==> config.mk <==
export PLATFORM = sky130hd
export DESIGN_NAME = ibex_multdiv_iter
export DESIGN_NICKNAME = d
export VERILOG_FILES = /design/src/rtl/ibex_multdiv_pkg.sv /design/src/rtl/ibex_multdiv_iter_step.sv /design/src/rtl/ibex_multdiv_iter.sv
export SDC_FILE = /design/constraint.sdc
export NUM_CORES = 1
export LEC_CHECK = 0
export CORE_MARGIN = 2
export CORE_UTILIZATION = 38
export DETAILED_ROUTE_END_ITERATION = 6
export HOLD_SLACK_MARGIN = 0.15
export PLACE_DENSITY = 0.64
export SYNTH_ARGS = -nofsm -noshare
export SYNTH_HDL_FRONTEND = slang
export SYNTH_SLANG_ARGS = --single-unit
==> constraint.sdc <==
create_clock -name clk_i -period 8.7 [get_ports clk_i]
set_input_delay 1.305 -clock clk_i [delete_from_list [all_inputs] [get_ports clk_i]]
set_output_delay 1.305 -clock clk_i [all_outputs]
set_load 0.005 [all_outputs]
==> src/rtl/ibex_multdiv_pkg.sv <==
// Shared types for the iterative multiply/divide unit.
package ibex_multdiv_pkg;

  typedef enum logic [1:0] {
    MD_MUL  = 2'd0,
    MD_MULH = 2'd1,
    MD_DIV  = 2'd2,
    MD_REM  = 2'd3
  } md_op_e;

  typedef enum logic [2:0] {
    IDLE = 3'd0,
    PREP = 3'd1,
    ITER = 3'd2,
    FIX  = 3'd3,
    DONE = 3'd4
  } md_iter_state_e;

  // Number of ITER cycles needed to retire all WIDTH result bits.
  function automatic int md_num_iter(input int width, input int bpc);
    return width / bpc;
  endfunction

endpackage

==> src/rtl/ibex_multdiv_iter_step.sv <==
// One radix-2 step: a conditional partial-product add and a restoring
// trial subtract. Both are evaluated; the parent keeps whichever its op needs.
module ibex_multdiv_iter_step #(
  parameter int WIDTH = 32
) (
  input  logic [2*WIDTH-1:0] i_acc,
  input  logic [2*WIDTH-1:0] i_addend,
  input  logic               i_mul_bit,
  input  logic [WIDTH:0]     i_rem,
  input  logic               i_din_bit,
  input  logic [WIDTH-1:0]   i_divisor,
  output logic [2*WIDTH-1:0] o_acc,
  output logic [WIDTH:0]     o_rem,
  output logic               o_qbit
);

  logic [WIDTH+1:0] w_shift;
  logic [WIDTH+1:0] w_diff;

  // Partial-product accumulate and shift-in/trial-subtract; borrow out of the MSB means "does not fit".
  always_comb begin
    o_acc   = i_mul_bit ? (i_acc + i_addend) : i_acc;
    w_shift = {i_rem, i_din_bit};
    w_diff  = w_shift - {2'b00, i_divisor};
    o_qbit  = ~w_diff[WIDTH+1];
    o_rem   = o_qbit ? w_diff[WIDTH:0] : w_shift[WIDTH:0];
  end

endmodule

==> src/rtl/ibex_multdiv_iter.sv <==
// Iterative RV32M multiply/divide unit: magnitude datapath, sign fix-up at the end,
// BITS_PER_CYCLE chained steps per ITER cycle, optional data-dependent early out.
module ibex_multdiv_iter
  import ibex_multdiv_pkg::*;
#(
  parameter int WIDTH          = 32,
  parameter int BITS_PER_CYCLE = 1,
  parameter bit EARLY_OUT      = 1'b1
) (
  input  logic             clk_i,
  input  logic             rst_ni,
  input  logic             req_valid_i,
  output logic             req_ready_o,
  input  logic [1:0]       op_i,
  input  logic [1:0]       signed_mode_i,
  input  logic [WIDTH-1:0] op_a_i,
  input  logic [WIDTH-1:0] op_b_i,
  input  logic             data_ind_timing_i,
  input  logic             kill_i,
  output logic             resp_valid_o,
  input  logic             resp_ready_i,
  output logic [WIDTH-1:0] result_o,
  output logic             busy_o
);

  localparam int BPC   = BITS_PER_CYCLE;
  localparam int N     = md_num_iter(WIDTH, BITS_PER_CYCLE);
  localparam int CNT_W = $clog2(N) + 1;

  md_iter_state_e     r_state;
  md_op_e             r_op;
  logic [1:0]         r_sm;
  logic               r_dit;
  logic               r_sign_a;
  logic               r_sign_b;
  logic [WIDTH-1:0]   r_opa;     // raw a, then |a|, then dividend shifted MSB-first
  logic [WIDTH-1:0]   r_opb;     // raw b, then |b|: multiplier (shifted) or divisor (held)
  logic [2*WIDTH-1:0] r_mcand;
  logic [2*WIDTH-1:0] r_acc;
  logic [WIDTH:0]     r_rem;
  logic [WIDTH-1:0]   r_quo;
  logic [CNT_W-1:0]   r_cnt;
  logic [WIDTH-1:0]   r_result;

  logic               w_sign_a;
  logic               w_sign_b;
  logic [WIDTH-1:0]   w_mag_a;
  logic [WIDTH-1:0]   w_mag_b;
  logic               w_is_mul;
  logic               w_shortcut_ok;
  logic [WIDTH-1:0]   w_mplier_nxt;
  logic [BPC-1:0]     w_qbits;
  logic [2*WIDTH-1:0] w_acc_nxt;
  logic [WIDTH:0]     w_rem_nxt;
  logic [2*WIDTH-1:0] w_prod;
  logic [WIDTH-1:0]   w_quo_fix;
  logic [WIDTH-1:0]   w_rem_fix;
  logic [WIDTH-1:0]   w_fix_result;

  function automatic logic [WIDTH-1:0] f_cneg_w(input logic [WIDTH-1:0] v, input logic neg);
    return neg ? (~v + 1'b1) : v;
  endfunction

  function automatic logic [2*WIDTH-1:0] f_cneg_2w(input logic [2*WIDTH-1:0] v, input logic neg);
    return neg ? (~v + 1'b1) : v;
  endfunction

  assign w_sign_a      = r_opa[WIDTH-1] & r_sm[0];
  assign w_sign_b      = r_opb[WIDTH-1] & r_sm[1];
  assign w_mag_a       = f_cneg_w(r_opa, w_sign_a);
  assign w_mag_b       = f_cneg_w(r_opb, w_sign_b);
  assign w_is_mul      = (r_op == MD_MUL) || (r_op == MD_MULH);
  assign w_shortcut_ok = EARLY_OUT && !r_dit;
  assign w_mplier_nxt  = r_opb >> BPC;

  for (genvar k = 0; k < BPC; k++) begin : g_step
    logic [2*WIDTH-1:0] w_acc_in;
    logic [2*WIDTH-1:0] w_acc_out;
    logic [WIDTH:0]     w_rem_in;
    logic [WIDTH:0]     w_rem_out;
    logic               w_qbit;
    if (k == 0) begin : g_head
      assign w_acc_in = r_acc;
      assign w_rem_in = r_rem;
    end else begin : g_link
      assign w_acc_in = g_step[k-1].w_acc_out;
      assign w_rem_in = g_step[k-1].w_rem_out;
    end
    ibex_multdiv_iter_step #(.WIDTH(WIDTH)) u_step (
      .i_acc     (w_acc_in),
      .i_addend  (r_mcand << k),
      .i_mul_bit (r_opb[k]),
      .i_rem     (w_rem_in),
      .i_din_bit (r_opa[WIDTH-1-k]),
      .i_divisor (r_opb),
      .o_acc     (w_acc_out),
      .o_rem     (w_rem_out),
      .o_qbit    (w_qbit)
    );
    assign w_qbits[BPC-1-k] = w_qbit;
  end

  assign w_acc_nxt = g_step[BPC-1].w_acc_out;
  assign w_rem_nxt = g_step[BPC-1].w_rem_out;

  // Sign fix-up and result word select; a zero divisor keeps the all-ones quotient unsigned.
  always_comb begin
    w_prod    = f_cneg_2w(r_acc, r_sign_a ^ r_sign_b);
    w_quo_fix = f_cneg_w(r_quo, (r_sign_a ^ r_sign_b) && (r_opb != '0));
    w_rem_fix = f_cneg_w(r_rem[WIDTH-1:0], r_sign_a);
    case (r_op)
      MD_MUL:  w_fix_result = w_prod[WIDTH-1:0];
      MD_MULH: w_fix_result = w_prod[2*WIDTH-1:WIDTH];
      MD_DIV:  w_fix_result = w_quo_fix;
      default: w_fix_result = w_rem_fix;
    endcase
  end

  // Control FSM and datapath registers; kill returns to IDLE from any state.
  always_ff @(posedge clk_i or negedge rst_ni) begin
    if (!rst_ni) begin
      r_state  <= IDLE;
      r_op     <= MD_MUL;
      r_sm     <= '0;
      r_dit    <= 1'b0;
      r_sign_a <= 1'b0;
      r_sign_b <= 1'b0;
      r_opa    <= '0;
      r_opb    <= '0;
      r_mcand  <= '0;
      r_acc    <= '0;
      r_rem    <= '0;
      r_quo    <= '0;
      r_cnt    <= '0;
      r_result <= '0;
    end else if (kill_i) begin
      r_state <= IDLE;
    end else begin
      case (r_state)
        IDLE: begin
          if (req_valid_i) begin
            r_op    <= md_op_e'(op_i);
            r_sm    <= signed_mode_i;
            r_opa   <= op_a_i;
            r_opb   <= op_b_i;
            r_dit   <= data_ind_timing_i;
            r_state <= PREP;
          end
        end
        PREP: begin
          r_sign_a <= w_sign_a;
          r_sign_b <= w_sign_b;
          r_opa    <= w_mag_a;
          r_opb    <= w_mag_b;
          r_mcand  <= {{WIDTH{1'b0}}, w_mag_a};
          r_acc    <= '0;
          r_rem    <= '0;
          r_quo    <= '0;
          r_cnt    <= CNT_W'(N - 1);
          // Zero b: the product is 0, and division lands where the full iteration would.
          if (w_shortcut_ok && (r_opb == '0)) begin
            if (!w_is_mul) begin
              r_quo <= '1;
              r_rem <= {1'b0, w_mag_a};
            end
            r_state <= FIX;
          end else begin
            r_state <= ITER;
          end
        end
        ITER: begin
          if (w_is_mul) begin
            r_acc   <= w_acc_nxt;
            r_mcand <= r_mcand << BPC;
            r_opb   <= w_mplier_nxt;
          end else begin
            r_rem <= w_rem_nxt;
            r_quo <= {r_quo[WIDTH-1-BPC:0], w_qbits};
            r_opa <= r_opa << BPC;
          end
          r_cnt <= r_cnt - 1'b1;
          if ((r_cnt == '0) || (w_shortcut_ok && w_is_mul && (w_mplier_nxt == '0))) begin
            r_state <= FIX;
          end
        end
        FIX: begin
          r_result <= w_fix_result;
          r_state  <= DONE;
        end
        DONE: begin
          if (resp_ready_i) begin
            r_state <= IDLE;
          end
        end
        default: r_state <= IDLE;
      endcase
    end
  end

  assign req_ready_o  = (r_state == IDLE);
  assign busy_o       = (r_state != IDLE);
  assign resp_valid_o = (r_state == DONE);
  assign result_o     = r_result;

endmodule

**After elaboration in Yosys (flattened, before gate mapping)**

Index checks and enable logic that the tools add are counted.

- Bitwise logic cells: 10
- Multiplexer cells: 33
- Eq/ne operators: 14
- Add/subtract/negate cells: 8
- Reduce and logical (&&, ||, !) cells: 26

Operators with widths:

| cell | count |
|---|---|
| two-way mux 32 bit | 13 |
| case mux 32 bit (3 select lines) | 3 |
| two-way mux 64 bit | 4 |
| case mux 64 bit (2 select lines) | 2 |
| adder 32 x 1 -> 32 bit (second input constant) | 4 |
| NOT 32 bit | 4 |
| two-way mux 33 bit | 2 |
| case mux 33 bit (2 select lines) | 1 |
| adder 64 x 1 -> 64 bit (second input constant) | 1 |
| adder 64 bit | 1 |
| logical NOT 32 bit | 2 |
| NOT 64 bit | 1 |
| case mux 32 bit (2 select lines) | 1 |
| subtractor 34 x 32 -> 34 bit | 1 |
| nonzero test 32 bit | 1 |
| case mux 3 bit (5 select lines) | 1 |
| two-way mux 3 bit | 4 |
| case mux 6 bit (2 select lines) | 1 |
| AND reduction 3 bit | 4 |
| != test 2 bit (second input constant) | 5 |
| AND reduction 4 bit | 2 |
| == test 3 x 2 -> 1 bit (second input constant) | 2 |
| logical NOT 6 bit | 1 |
| != test 3 x 2 -> 1 bit (second input constant) | 2 |
| 19 further kinds | 28 |

- Bits of input ports: 74
- Word-level logic and storage cells: 105
- Register bits after elaboration: 305

**Depth between registers and ports, before layout**

- Depth in word-level cells: 8
- Depth in mapped cells: 16

**Cells and area by module**

From an unflattened synthesis, not the netlist that was laid out.

- Cell total of the unflattened synthesis: 3002
- Area, all modules: 25011.5 µm²

Modules (own cells, without submodules):

| module | times used | cells each | area an instance (µm²) |
|---|---|---|---|
| ibex_multdiv_iter | 1 | 2045 | 18205.0 |
| ibex_multdiv_iter_step | 1 | 957 | 6806.5 |

**Worst setup path before layout**

OpenSTA, ideal clock, no wires.

- Path type: reg2reg
- Start: register r_opb[16]
- End: register r_rem[29], in the netlist g_step[0].w_rem_in[29]
- Required time: 8546 ps
- Period minus slack after synthesis: 3502 ps
- Stages on the path, launching flop included: 15
- Path slack: 5198 ps
- Data arrival time: 3348 ps
- Cell sequence: dfrtp_1 inv_1 ha_1 a211oi_1 nor2_1 or3_1 a221o_1 a211oi_1 nor3_1 or4_1 nand4_1 buf_4 buf_4 mux2i_1 a21oi_1

- Cells in the longest elaborated chain, start to end: 4
- Elaborated cells between the ends (all ways): 7

Ends and longest elaborated chain:

| item | RTL line | text |
|---|---|---|
| from (decl) | ibex_multdiv_iter.sv:37 | `logic [WIDTH-1:0] r_opb;` |
| from (signal assigned) | ibex_multdiv_iter.sv:145 | `r_opb <= op_b_i;` |
| from (signal assigned) | ibex_multdiv_iter.sv:154 | `r_opb <= w_mag_b;` |
| from (signal assigned) | ibex_multdiv_iter.sv:175 | `r_opb <= w_mplier_nxt;` |
| subtractor 34 x 32 -> 34 bit / logical NOT 32 bit (equally long branches) | ibex_multdiv_iter_step.sv:24, ibex_multdiv_iter.sv:161 |  |
| two-way mux 33 bit / logical AND 1 bit (equally long branches) | ibex_multdiv_iter_step.sv:26, ibex_multdiv_iter.sv:161 |  |
| two-way mux 33 bit / two-way mux 32 bit (equally long branches) | ibex_multdiv_iter.sv:172, ibex_multdiv_iter.sv:161 |  |
| case mux 33 bit (2 select lines) * | ibex_multdiv_iter.sv:139 | `case (r_state)` |
| to (signal assigned) | ibex_multdiv_iter.sv:164 | `r_rem <= {1'b0, w_mag_a};` |
| to (signal assigned) | ibex_multdiv_iter.sv:177 | `r_rem <= w_rem_nxt;` |
| to (decl) | ibex_multdiv_iter.sv:40 | `logic [WIDTH:0] r_rem;` |

Every way passes the cells marked *; elsewhere a longest branch is shown, timed or not. The select of a mux whose other input is x is not followed.
A chain may end at the register's enable or synchronous reset.

**Final worst setup path**

- Start: register r_opb[16]
- End: register r_rem[3], in the netlist g_step[0].w_rem_in[3]

The elaborated chain is that of the path after synthesis.

==> out/metrics.cfg <==
[logic_synthesis]
yosysTopAreaCell=dfrtp_1
synth_nets=2881
synthCells=2703
yosysWarnings=0
synth_area_per_cell_sq_um=8.42
ys_types=88
synthArstFlopShare=1.00
yosys_most_used_dff=dfrtp_1
synthTopCellsByArea=dfrtp_1, o21ai_0, ha_1, xor2_1, a21oi_1
ys_seq_area_frac=0.335
synth_seq_cells=305
synth_edf_count=0
synth_top_area_frac=0.335
netlist_area_sq_mm=0.0227

[power_and_ir_drop]
power_mw=10.5
total_leakage_power_nw=11.2
power_density_mw_per_mm2=411
vdd_drop_max_mv=0.198

[setup_path]
reg2reg_to=g_step[0].w_rem_in[3]
crit_path_max_incr_delay_ns=0.51
critPathCaptureType=flip-flop
required_ns=9.10
r2r_cells=14
crit_fanout=57
critPathSlowestCell=buf_4
cp-startpoint=r_opb[16]
path_buf_inv=2
cp.arrival_ns=4.83
path_class=reg2reg
crit_top_cell=a211oi_1
cp-endpoint=g_step[0].w_rem_in[3]
cp.depth=14
path_cells=inv_1, ha_1, a211oi_1, nor2_1, or3_1, a221o_1, a211oi_1, nor3_1, or4_1, nand4_1, buf_4, a2111oi_0, a311oi_1, a21oi_1
rr_startpoint=r_opb[16]
start_kind=flip-flop
reg2reg_slack_ns=4.28
cp_top_family=compound AO/OA/AOI/OAI gates

[layout]
area_growth_pct=12.7
nets=2882
drive_gt1_frac=0.0587

[floorplan]
dieArea_sq_mm=0.0618
rows=89
die_h_microns=249
start_util=0.385
core_area_sq_mm=0.0591
pin_count=109
die_w_microns=249

[clock_tree]
cts.root.buffer_cell=clkbuf_16
htreeDepth=2
cts_buffer_depth=3
cts_tree=yes
clk_pin_slew_ns=0.06
cts.sinks=305
hold_buffers=0
numCtsBuffers=37
post_cts_buffers=0
clock_latency_ns=0.57
post_cts_resized=0

[timing]
finalHoldViolations=0
tns_ns=0
max_freq_mhz=226
maxSlewViolCount=0
finalHoldWorstSlack_ns=0.481
worst_pin_slew_ns=1.19
setup_viol=0
maxSlewHeadroom=0.199
rsz0062_at_grt=false
fin_crit_ns=4.42
period_share=0.508
skew_ns=0.0322

[route]
remaining_drc_errors=17
wl_per_cell_microns=22.0
viasPerCell=6.10
postRouteAntennaNets=0
vias=21400
drt-total-wl_mm=77.0
firstDrtPassIters=7
drt_iter0_markers=2159

[place]
dpl.hpwl_mm=57.4
portBuffers=108
gp_congestion=0.952

[grt]
grt_pass1_vias=20500
grt_max_degree=132
grt_pass1_wl_mm=121
antenna_found_initial=4
overflow=0
grt_util_all_layers=0.245

[min_path]
worst_hold_path_type=reg2reg

[status]
outcome=finished, violations left
violations=DRC

[job]
max-cap-violations=0

## where the power goes
part           switching [mW]  total [mW]  internal, mW
Sequential              0.751        2.64          1.89
Combinational            3.86        6.28          2.42
Clock                   0.664        1.62         0.954
## worst min-delay path by stage
stage | cells past startpoint | endpoint | start | slack [ns]
global placement | 2 | result_o[0] | result_o[0] | 0.47
floorplan | 2 | r_opb[5] | r_opb[5] | 0.47
global route | 2 | result_o[1] | result_o[1] | 0.52
finish | 2 | result_o[6] | result_o[6] | 0.48
CTS | 2 | result_o[6] | result_o[6] | 0.49
detailed placement | 2 | result_o[6] | result_o[6] | 0.48
## layout make-up
cell class                 instances  area, sq um
fill                            5747        33500
tap                              773          967
clock buffer                      48         1030
clock inverter                    15          198
sequential                       305         7630
inverter                          74          278
antenna                            2         5.00
multi-input combinational       2153        14200
timing repair buffer             133         1290
## cell families after synthesis
kind of cell,share of synthesized area
AOI/OAI and AO/OA,0.277
and+or+nand+nor,0.165
DFF,0.335
buffers and inverters,0.0412
xor gates and xnor gates,0.0905
adders and majority gates,0.0579
muxes,0.0334
## metal layers
metal  GRT usage  wire length [microns]
met4      0.0788                   2450
met3      0.0478                   5960
met2       0.376                  33700
met5           0                     45
met1       0.347                  34800
## state kept, by name, summed over array words and instances, names as in the netlist
register	count
g_step.w_acc_in	64
r_opa	32
r_sign_a	1
r_sm	2
r_state	3
r_dit	1
r_sign_b	1
g_step.w_rem_in	33
r_mcand	64
result_o	32
r_op	2
r_cnt	6
r_quo	32
r_opb	32
## through the flow
| stage | instances | util | setup WS (ns) | area (sq um) |
|---|---|---|---|---|
| 2_1_floorplan | 2703 | - | 5.20 | 22700 |
| 6_report | 3503 | 0.434 | 4.28 | 25600 |
| 5_1_grt | 3501 | 0.433 | 4.01 | 25600 |
| 3_3_place_gp | 3438 | 0.413 | 4.33 | 24400 |
| 3_5_place_dp | 3438 | 0.413 | 4.25 | 24400 |
| 4_1_cts | 3501 | 0.433 | 4.32 | 25600 |
## tightest hold or removal path, delay by kind of cell (launching register included)
kind,cells,cell delay [ns]
compound gates,1,0.06
flops,1,0.34
simple gates,1,0.05
## cells in the mapped netlist (35+ instances only)
cell type    n
a21o_1      60
a21oi_1    202
ha_1       102
a22o_1      82
dfrtp_1    305
nor2_1     245
xor2_1     129
nand2_1    253
a31oi_1     39
or3_1       35
xnor2_1    106
a221oi_1    48
o31ai_1     40
clkbuf_1   153
nor3_1      70
inv_1       73
o21ai_0    282
## placed cells by master (no fill, tap or decap), types with 24 or more instances in the layout
master,n
a21o_1,59
nor2_1,241
clkbuf_16,37
xnor2_1,105
buf_4,24
xor2_1,128
a21oi_1,202
nor3_1,69
o31ai_1,40
a31oi_1,39
nand4_1,30
a221oi_1,48
ha_1,102
a22o_1,82
or3_1,35
nand3_1,25
inv_1,73
clkdlybuf4s50_1,107
dfrtp_1,305
nand2_1,253
o21ai_0,282
Note: power is estimated with default switching activity, not from simulation.
